==> config.mk <==
export PLATFORM = sky130hd
export DESIGN_NAME = key_scan
export DESIGN_NICKNAME = d
export VERILOG_FILES = /design/src/rtl/key_scan.sv
export SDC_FILE = /design/constraint.sdc
export NUM_CORES = 1
export LEC_CHECK = 0
export BUFFER_PORTS_ARGS = -buffer_cell sky130_fd_sc_hd__buf_2
export CELL_PAD_IN_SITES_DETAIL_PLACEMENT = 1
export CELL_PAD_IN_SITES_GLOBAL_PLACEMENT = 1
export CORE_MARGIN = 2
export CORE_UTILIZATION = 47
export DETAILED_ROUTE_END_ITERATION = 8
export PLACE_DENSITY_LB_ADDON = 0.12
export SLEW_MARGIN = 20
export SYNTH_ARGS = -nofsm -noshare
export SYNTH_HDL_FRONTEND = slang
export SYNTH_SLANG_ARGS = --single-unit
==> constraint.sdc <==
create_clock -name I_clk -period 3.2 [get_ports I_clk]
set_input_delay 0.32 -clock I_clk [delete_from_list [all_inputs] [get_ports I_clk]]
set_output_delay 0.32 -clock I_clk [all_outputs]
set_load 0.01 [all_outputs]
==> src/rtl/key_scan.sv <==
// 4x4 matrix keypad scanner: row strobe, column debounce, one-deep code handoff with overflow flag.
// Define KEY_SCAN_HISTORY_EN to keep the previous digit in O_key_num[7:4].
module key_scan #(
  parameter int C_SCAN_NUM     = 100000,
  parameter int C_DEBOUNCE_NUM = 1000000
) (
  input  logic       I_clk,
  input  logic       I_rst_n,
  input  logic [3:0] I_col,
  output logic [3:0] O_row,
  output logic       O_key_valid,
  input  logic       I_key_ack,
  output logic [3:0] O_key_code,
  output logic [7:0] O_key_num,
  output logic       O_key_ovf
);

  typedef enum logic [1:0] {SCAN, DEBOUNCE, PRESSED, RELEASE} state_t;

  localparam logic [32:0] SCAN_LIM = 33'(C_SCAN_NUM);
  localparam logic [32:0] DEB_LIM  = 33'(C_DEBOUNCE_NUM);

  state_t      state;
  logic [3:0]  col_m, col_s, pat;
  logic [1:0]  r;
  logic [32:0] cnt, cnt_inc;
  logic        single;
  logic        ack_take;
`ifdef KEY_SCAN_HISTORY_EN
  logic [3:0]  hist;
`endif

  function automatic logic [1:0] zpos(input logic [3:0] v);
    case (v)
      4'b1101: zpos = 2'd1;
      4'b1011: zpos = 2'd2;
      4'b0111: zpos = 2'd3;
      default: zpos = 2'd0;
    endcase
  endfunction

  always_comb begin
    single = (col_s == 4'b1110) || (col_s == 4'b1101) ||
             (col_s == 4'b1011) || (col_s == 4'b0111);
  end

  assign cnt_inc  = (cnt == {33{1'b1}}) ? cnt : cnt + 33'd1;
  assign ack_take = I_key_ack && O_key_valid;
  assign O_row    = ~(4'b0001 << r);

`ifdef KEY_SCAN_HISTORY_EN
  assign O_key_num = {hist, O_key_code};
`else
  assign O_key_num = {4'h0, O_key_code};
`endif

  always_ff @(posedge I_clk or negedge I_rst_n) begin
    if (!I_rst_n) begin
      col_m       <= 4'hF;
      col_s       <= 4'hF;
      state       <= SCAN;
      pat         <= 4'hF;
      r           <= 2'd0;
      cnt         <= '0;
      O_key_valid <= 1'b0;
      O_key_code  <= 4'h0;
      O_key_ovf   <= 1'b0;
`ifdef KEY_SCAN_HISTORY_EN
      hist        <= 4'h0;
`endif
    end else begin
      col_m <= I_col;
      col_s <= col_m;
      case (state)
        SCAN: begin
          if (cnt >= SCAN_LIM) begin
            cnt <= '0;
            if (single) begin
              pat   <= col_s;
              state <= DEBOUNCE;
            end else begin
              r <= r + 2'd1;
            end
          end else begin
            cnt <= cnt_inc;
          end
        end
        DEBOUNCE: begin
          if (col_s != pat) begin
            r     <= r + 2'd1;
            cnt   <= '0;
            state <= SCAN;
          end else if (cnt >= DEB_LIM) begin
            state <= PRESSED;
          end else begin
            cnt <= cnt_inc;
          end
        end
        PRESSED: begin
          cnt   <= '0;
          state <= RELEASE;
        end
        default: begin
          // row stays parked on the pressed key until all columns read idle
          if (col_s != 4'hF) begin
            cnt <= '0;
          end else if (cnt_inc >= DEB_LIM) begin
            cnt   <= '0;
            r     <= 2'd0;
            state <= SCAN;
          end else begin
            cnt <= cnt_inc;
          end
        end
      endcase

      // a fresh press always wins over a coincident ack
      if (state == PRESSED) begin
        O_key_code  <= {r, zpos(pat)};
        O_key_valid <= 1'b1;
        if (O_key_valid && !I_key_ack) O_key_ovf <= 1'b1;
`ifdef KEY_SCAN_HISTORY_EN
        hist <= O_key_code;
`endif
      end else if (ack_take) begin
        O_key_valid <= 1'b0;
        O_key_ovf   <= 1'b0;
      end
    end
  end

endmodule

=== Word level (Yosys, flattened, before mapping) ===
Cells that the tools add are included.

* Equality and inequality tests: 21
* Reduce and logical (&&, ||, !) cells: 14
* $add $sub $neg: 2
* Bitwise operators: 2
* Magnitude comparators: 3
* Muxes and demuxes: 23
* Shifts and indexed selects: 1

{| class="wikitable"
|+ Operators with widths
! kind !! count
|-
| $mux 33 || 6
|-
| $pmux 33 s3 || 1
|-
| $ge 33x20->1 const B || 2
|-
| $add 33x1->33 const B || 1
|-
| $eq 33x33->1 const B || 1
|-
| $ge 33x17->1 const B || 1
|-
| $eq 4x4->1 const B || 5
|-
| $mux 2 || 9
|-
| $pmux 2 s3 || 3
|-
| $eq 4x3->1 const B || 2
|-
| $ne 2x2->1 const B || 4
|-
| $ne 3x3->1 const B || 2
|-
| $reduce_and 6->1 || 1
|-
| $reduce_and 5->1 || 1
|-
| $mux 1 || 4
|-
| $ne 4x1->1 const B || 1
|-
| $ne 4x4->1 || 1
|-
| $ne 4x4->1 const B || 1
|-
| $not 4->4 || 1
|-
| $reduce_bool 4->1 || 1
|-
| $shl 1x2->4 const A || 1
|-
| $logic_or 1x1->1 || 3
|-
| $ne 3x1->1 const B || 1
|-
| $reduce_and 3->1 || 1
|-
| other kinds (11) || 12
|}

* Logic and storage cells: 75
* Bits in registers: 55
* Input bits: 7
* Output and inout bits: 18

=== Longest topological paths before layout ===
* Depth after elaboration: 7
* Mapped depth: 11
* Mapped depth without buffers: 9

=== Worst setup path before layout ===
OpenSTA, ideal clock, no wires.

* Path kind: flip-flop to flip-flop
* Start point: reg cnt[9]
* End point: reg cnt[6]
* Arrival: 2.623 ns
* Buffers on the path: 3
* Cell stages (with the launch flop): 12
* Library setup time: 0.089 ns
* Data required time: 3.111 ns
* Period minus slack after synthesis: 2.712 ns
* Setup slack: 0.488 ns
* Cells stage by stage: dfrtp_1 clkbuf_8 nand4_2 or4_1 buf_6 o41ai_2 o2111ai_1 a221oi_2 nand4_1 o31a_2 buf_6 a211oi_4

* Longest elaborated chain between the ends: 6
* Elaborated cells between the ends (all ways): 13
* Classes of those cells: 1 x add/sub; 3 x order compare; 2 x eq/ne; 7 x mux

{| class="wikitable"
|+ RTL lines
! element !! RTL line !! source
|-
| from (decl) || 26 || <nowiki>logic [32:0] cnt, cnt_inc;</nowiki>
|-
| from (signal assigned) || 85 || <nowiki>cnt <= cnt_inc;</nowiki>
|-
| from (signal assigned) || 96 || <nowiki>cnt <= cnt_inc;</nowiki>
|-
| from (signal assigned) || 112 || <nowiki>cnt <= cnt_inc;</nowiki>
|-
| $add 33x1->33 or $eq 33x33->1 (tied branches) || 47 || <nowiki>assign cnt_inc = (cnt == {33{1'b1}}) ? cnt : cnt + 33'd1;</nowiki>
|-
| $mux 33 || 47 ||
|-
| $ge 33x20->1 || 107 || <nowiki>end else if (cnt_inc >= DEB_LIM) begin</nowiki>
|-
| $mux 33 || 107 ||
|-
| $mux 33 || 105 || <nowiki>if (col_s != 4'hF) begin</nowiki>
|-
| $pmux 33 s3 || 74 || <nowiki>case (state)</nowiki>
|}

Parallel ways exist; a longest one is shown, timed or not. The select of a mux whose other input is x is not followed.
A chain may end at the register's enable or synchronous reset.

=== Worst setup path in the final report ===
* Start point: reg cnt[10]
* End point: reg cnt[1]

The elaborated chain is that of the path after synthesis.

==> impl_metrics.yaml <==
run_status:
  status: "finished with violations"
  violations: "hold timing"
power_and_ir_drop:
  p_leak_uw: 0.00161
  max-vdd-ir-drop_mv: 0.179
  power_density_mw_per_mm2: 312
yosys:
  ys_seq_area_frac: 0.401
  synthMuxAreaShare: 0.0216
  synthFlopType: "dfrtp_1"
  syn_avg_cell_area_um2: 9.36
  synth_top_area_frac: 0.310
  synth_fa_ha_area_frac: 0.0216
  synthTopCellsByArea: "dfrtp_1 31%, dfstp_2 9.1%, xor2_1 4.3%"
  synth_top_cell_by_area: "dfrtp_1"
  synth-simple-area-share: 0.248
  synth_top_family_by_area: "simple AND/OR/NAND/NOR gates"
  syn_area_mm2: 0.00347
  synth_compound_area_frac: 0.133
  ys.warnings.count: 0
  ys_seq_elements: 55
  synth_xor_area_frac: 0.0707
  syn_inst: 371
  synthDistinctLibCells: 66
  ys_async_sr_fraction: 1.00
  synth_edf_count: 0
route:
  vias: 2780
  finalWirelength_mm: 8.23
  drt_iter0_markers: 140
  wl_per_cell_um: 16.6
  post-route-drc-count: 0
  dr.pass1.iters: 4
  ant_nets: 0
  via_per_inst: 5.59
grt:
  grt_pass1_vias: 2831
  grt_max_degree: 48
  grt_overflow_total: 0
  antenna_found_initial: 0
  grt_usage: 0.216
  grt_pass1_wl_mm: 14.3
cts:
  htree_levels: 2
  clockRootBuffer: "clkbuf_8"
  cts_made_buffers: 5
  tritoncts: "built"
  clock-sinks: 55
  cts_buffer_depth: 2
  clock_latency_ns: 0.32
  holdBufCountCts: 0
  clk_pin_slew_ns: 0.11
floorplanning:
  start_util: 0.481
  die_h_um: 89.9
  core_mm2: 0.00721
  die_w_um: 89.9
  dieArea_mm2: 0.00809
  num_rows: 31
  ios: 25
layout:
  layout.cells.non_filler: 497
  nets: 410
  antenna_cells: 0
  synthToLayoutAreaGrowth_pct: 7.17
  post-route-util: 0.516
  drive_gt1_frac: 0.211
timing:
  fmax_mhz: 327
  finalCritPeriodShare: 0.955
  maxSlewViolCount: 0
  hold_slack_ns: -0.0303
  worst_pin_slew_ns: 0.590
  rsz0062_at_grt: "no"
  setup_viol: 0
  max_slew_margin: 0.607
  skew_ns: 0.00821
  layout_min_cycle_time_ns: 3.06
  finalHoldViolCount: 18
  setup_tns_ns: 0
placement:
  dp_hpwl_mm: 6.24
  gp_congestion: 0.875
  place_inst: 489
  portBuffers: 20
worst_setup_path:
  required_ns: 3.43
  critPathLaunchType: "flip-flop"
  reg2reg_from: "cnt[10]"
  criticalPathCategory: "flip-flop to flip-flop"
  arrival_ns: 3.29
  crit_fanout: 21
  end_kind: "flip-flop"
  crit_start: "cnt[10]"
worst_hold_path:
  hp-class: "primary input to asynchronous set/reset pin"
run:
  maxCapViolations: 0
## stage by stage
step	setup WS, ns	total power, µW	instance area, µm²
4_1_cts	0.158	1190	3720
2_1_floorplan	0.488	737	3480
5_1_grt	0.0198	1210	3720
6_report	0.143	1160	3720
3_5_place_dp	0.221	754	3610
3_3_place_gp	0.326	752	3610
## layer usage
| metal | vias to the layer above | GRT usage | part of all wire |
|---|---|---|---|
| met5 | - | 0 | 0 |
| met1 | 1372 | 0.309 | 0.51 |
| met2 | 38 | 0.345 | 0.45 |
| met4 | 0 | 0.0564 | 0.013 |
| met3 | 9 | 0.0344 | 0.026 |
| li1 | 1361 | - | - |
## path summary, 6_finish.rpt
| path | end | slack (ns) | cells after the start |
|---|---|---|---|
| setup / recovery | cnt[1] | 0.14 | 10 |
| hold / removal | O_key_code[0] | -0.03 | 1 |
| setup reg to reg | cnt[1] | 0.14 | 10 |
| hold reg to reg | col_s[1] | 0.36 | 0 |
| max in group asynchronous | col_m[1] | 2.57 | 2 |
| min in group I_clk | col_m[1] | 0.09 | 1 |
## where the power goes
part	internal [µW]	switching [µW]	leakage (µW)	total (µW)
Clock	165	257	0.0000515	422
Combinational	9.20	20.5	0.000854	29.7
Sequential	704	6.15	0.000705	711
## area by class of cell
class | instances | area (µm²)
Clock buffer | 5 | 68.8
Clock inverter | 3 | 33.8
Fill cell | 889 | 3490
Inverter | 18 | 67.6
Multi-Input combinational cell | 272 | 1730
Sequential cell | 55 | 1390
Tap cell | 99 | 124
Timing Repair Buffer | 45 | 303
## critical path, cell delays in order (launching register included)
cell,delay (ns)
dfrtp_1,0.47
nand4_2,0.19
or4_1,0.64
buf_4,0.21
nor3_1,0.29
nand4_1,0.14
o31ai_1,0.10
nand4_1,0.19
o31a_2,0.35
buf_12,0.17
o31ai_1,0.22
## flip-flops by register name (all words and copies together) (netlist names)
| register | count |
|---|---|
| state | 2 |
| pat | 4 |
| col_s | 4 |
| O_key_code | 4 |
| r | 2 |
| col_m | 4 |
| O_key_valid | 1 |
| O_key_ovf | 1 |
| cnt | 33 |
## logic make-up (layout without fill, tap and decap cells)
group	Yosys count	count (layout)
AO/OA/AOI/OAI	64	64
XOR/XNOR	28	28
adder cells (fa/ha/maj)	6	6
buffers and inverters	47	71
flip-flops	55	55
multiplexers	7	7
other	1	4
AND/OR/NAND/NOR	163	163
## synth_stat cells, drive strengths merged (3+ instances only)
cell type	instances
ha	6
inv	18
clkbuf	9
dfrtp	43
nor2	40
o31ai	4
nand2	26
xor2	17
nand3	17
mux2i	3
dfstp	12
mux2	4
a31oi	5
a211oi	5
nor3	17
nand4	22
or4	3
o21ai	14
buf	19
nand2b	3
xnor2	11
or3	5
nor4	4
nor2b	3
and2	12
a21oi	14
and3	3
## cell usage in the layout, fill, tap and decap left out, types with 17 or more instances in the layout
master   Yosys  final
buf_2        0     19
nand4_1     20     20
nor3_1      17     17
nand3_1     17     17
inv_1       18     18
buf_4       11     25
nor2_1      39     39
dfrtp_1     43     42
xor2_1      17     17
nand2_1     26     26
## what timing repair did
action | 4_1_cts | 5_1_grt
gates resized for setup | 0 | 1
endpoints found under the setup margin | 0 | 1
setup buffers | 0 | 0
Power figures use the tool's default switching activity.
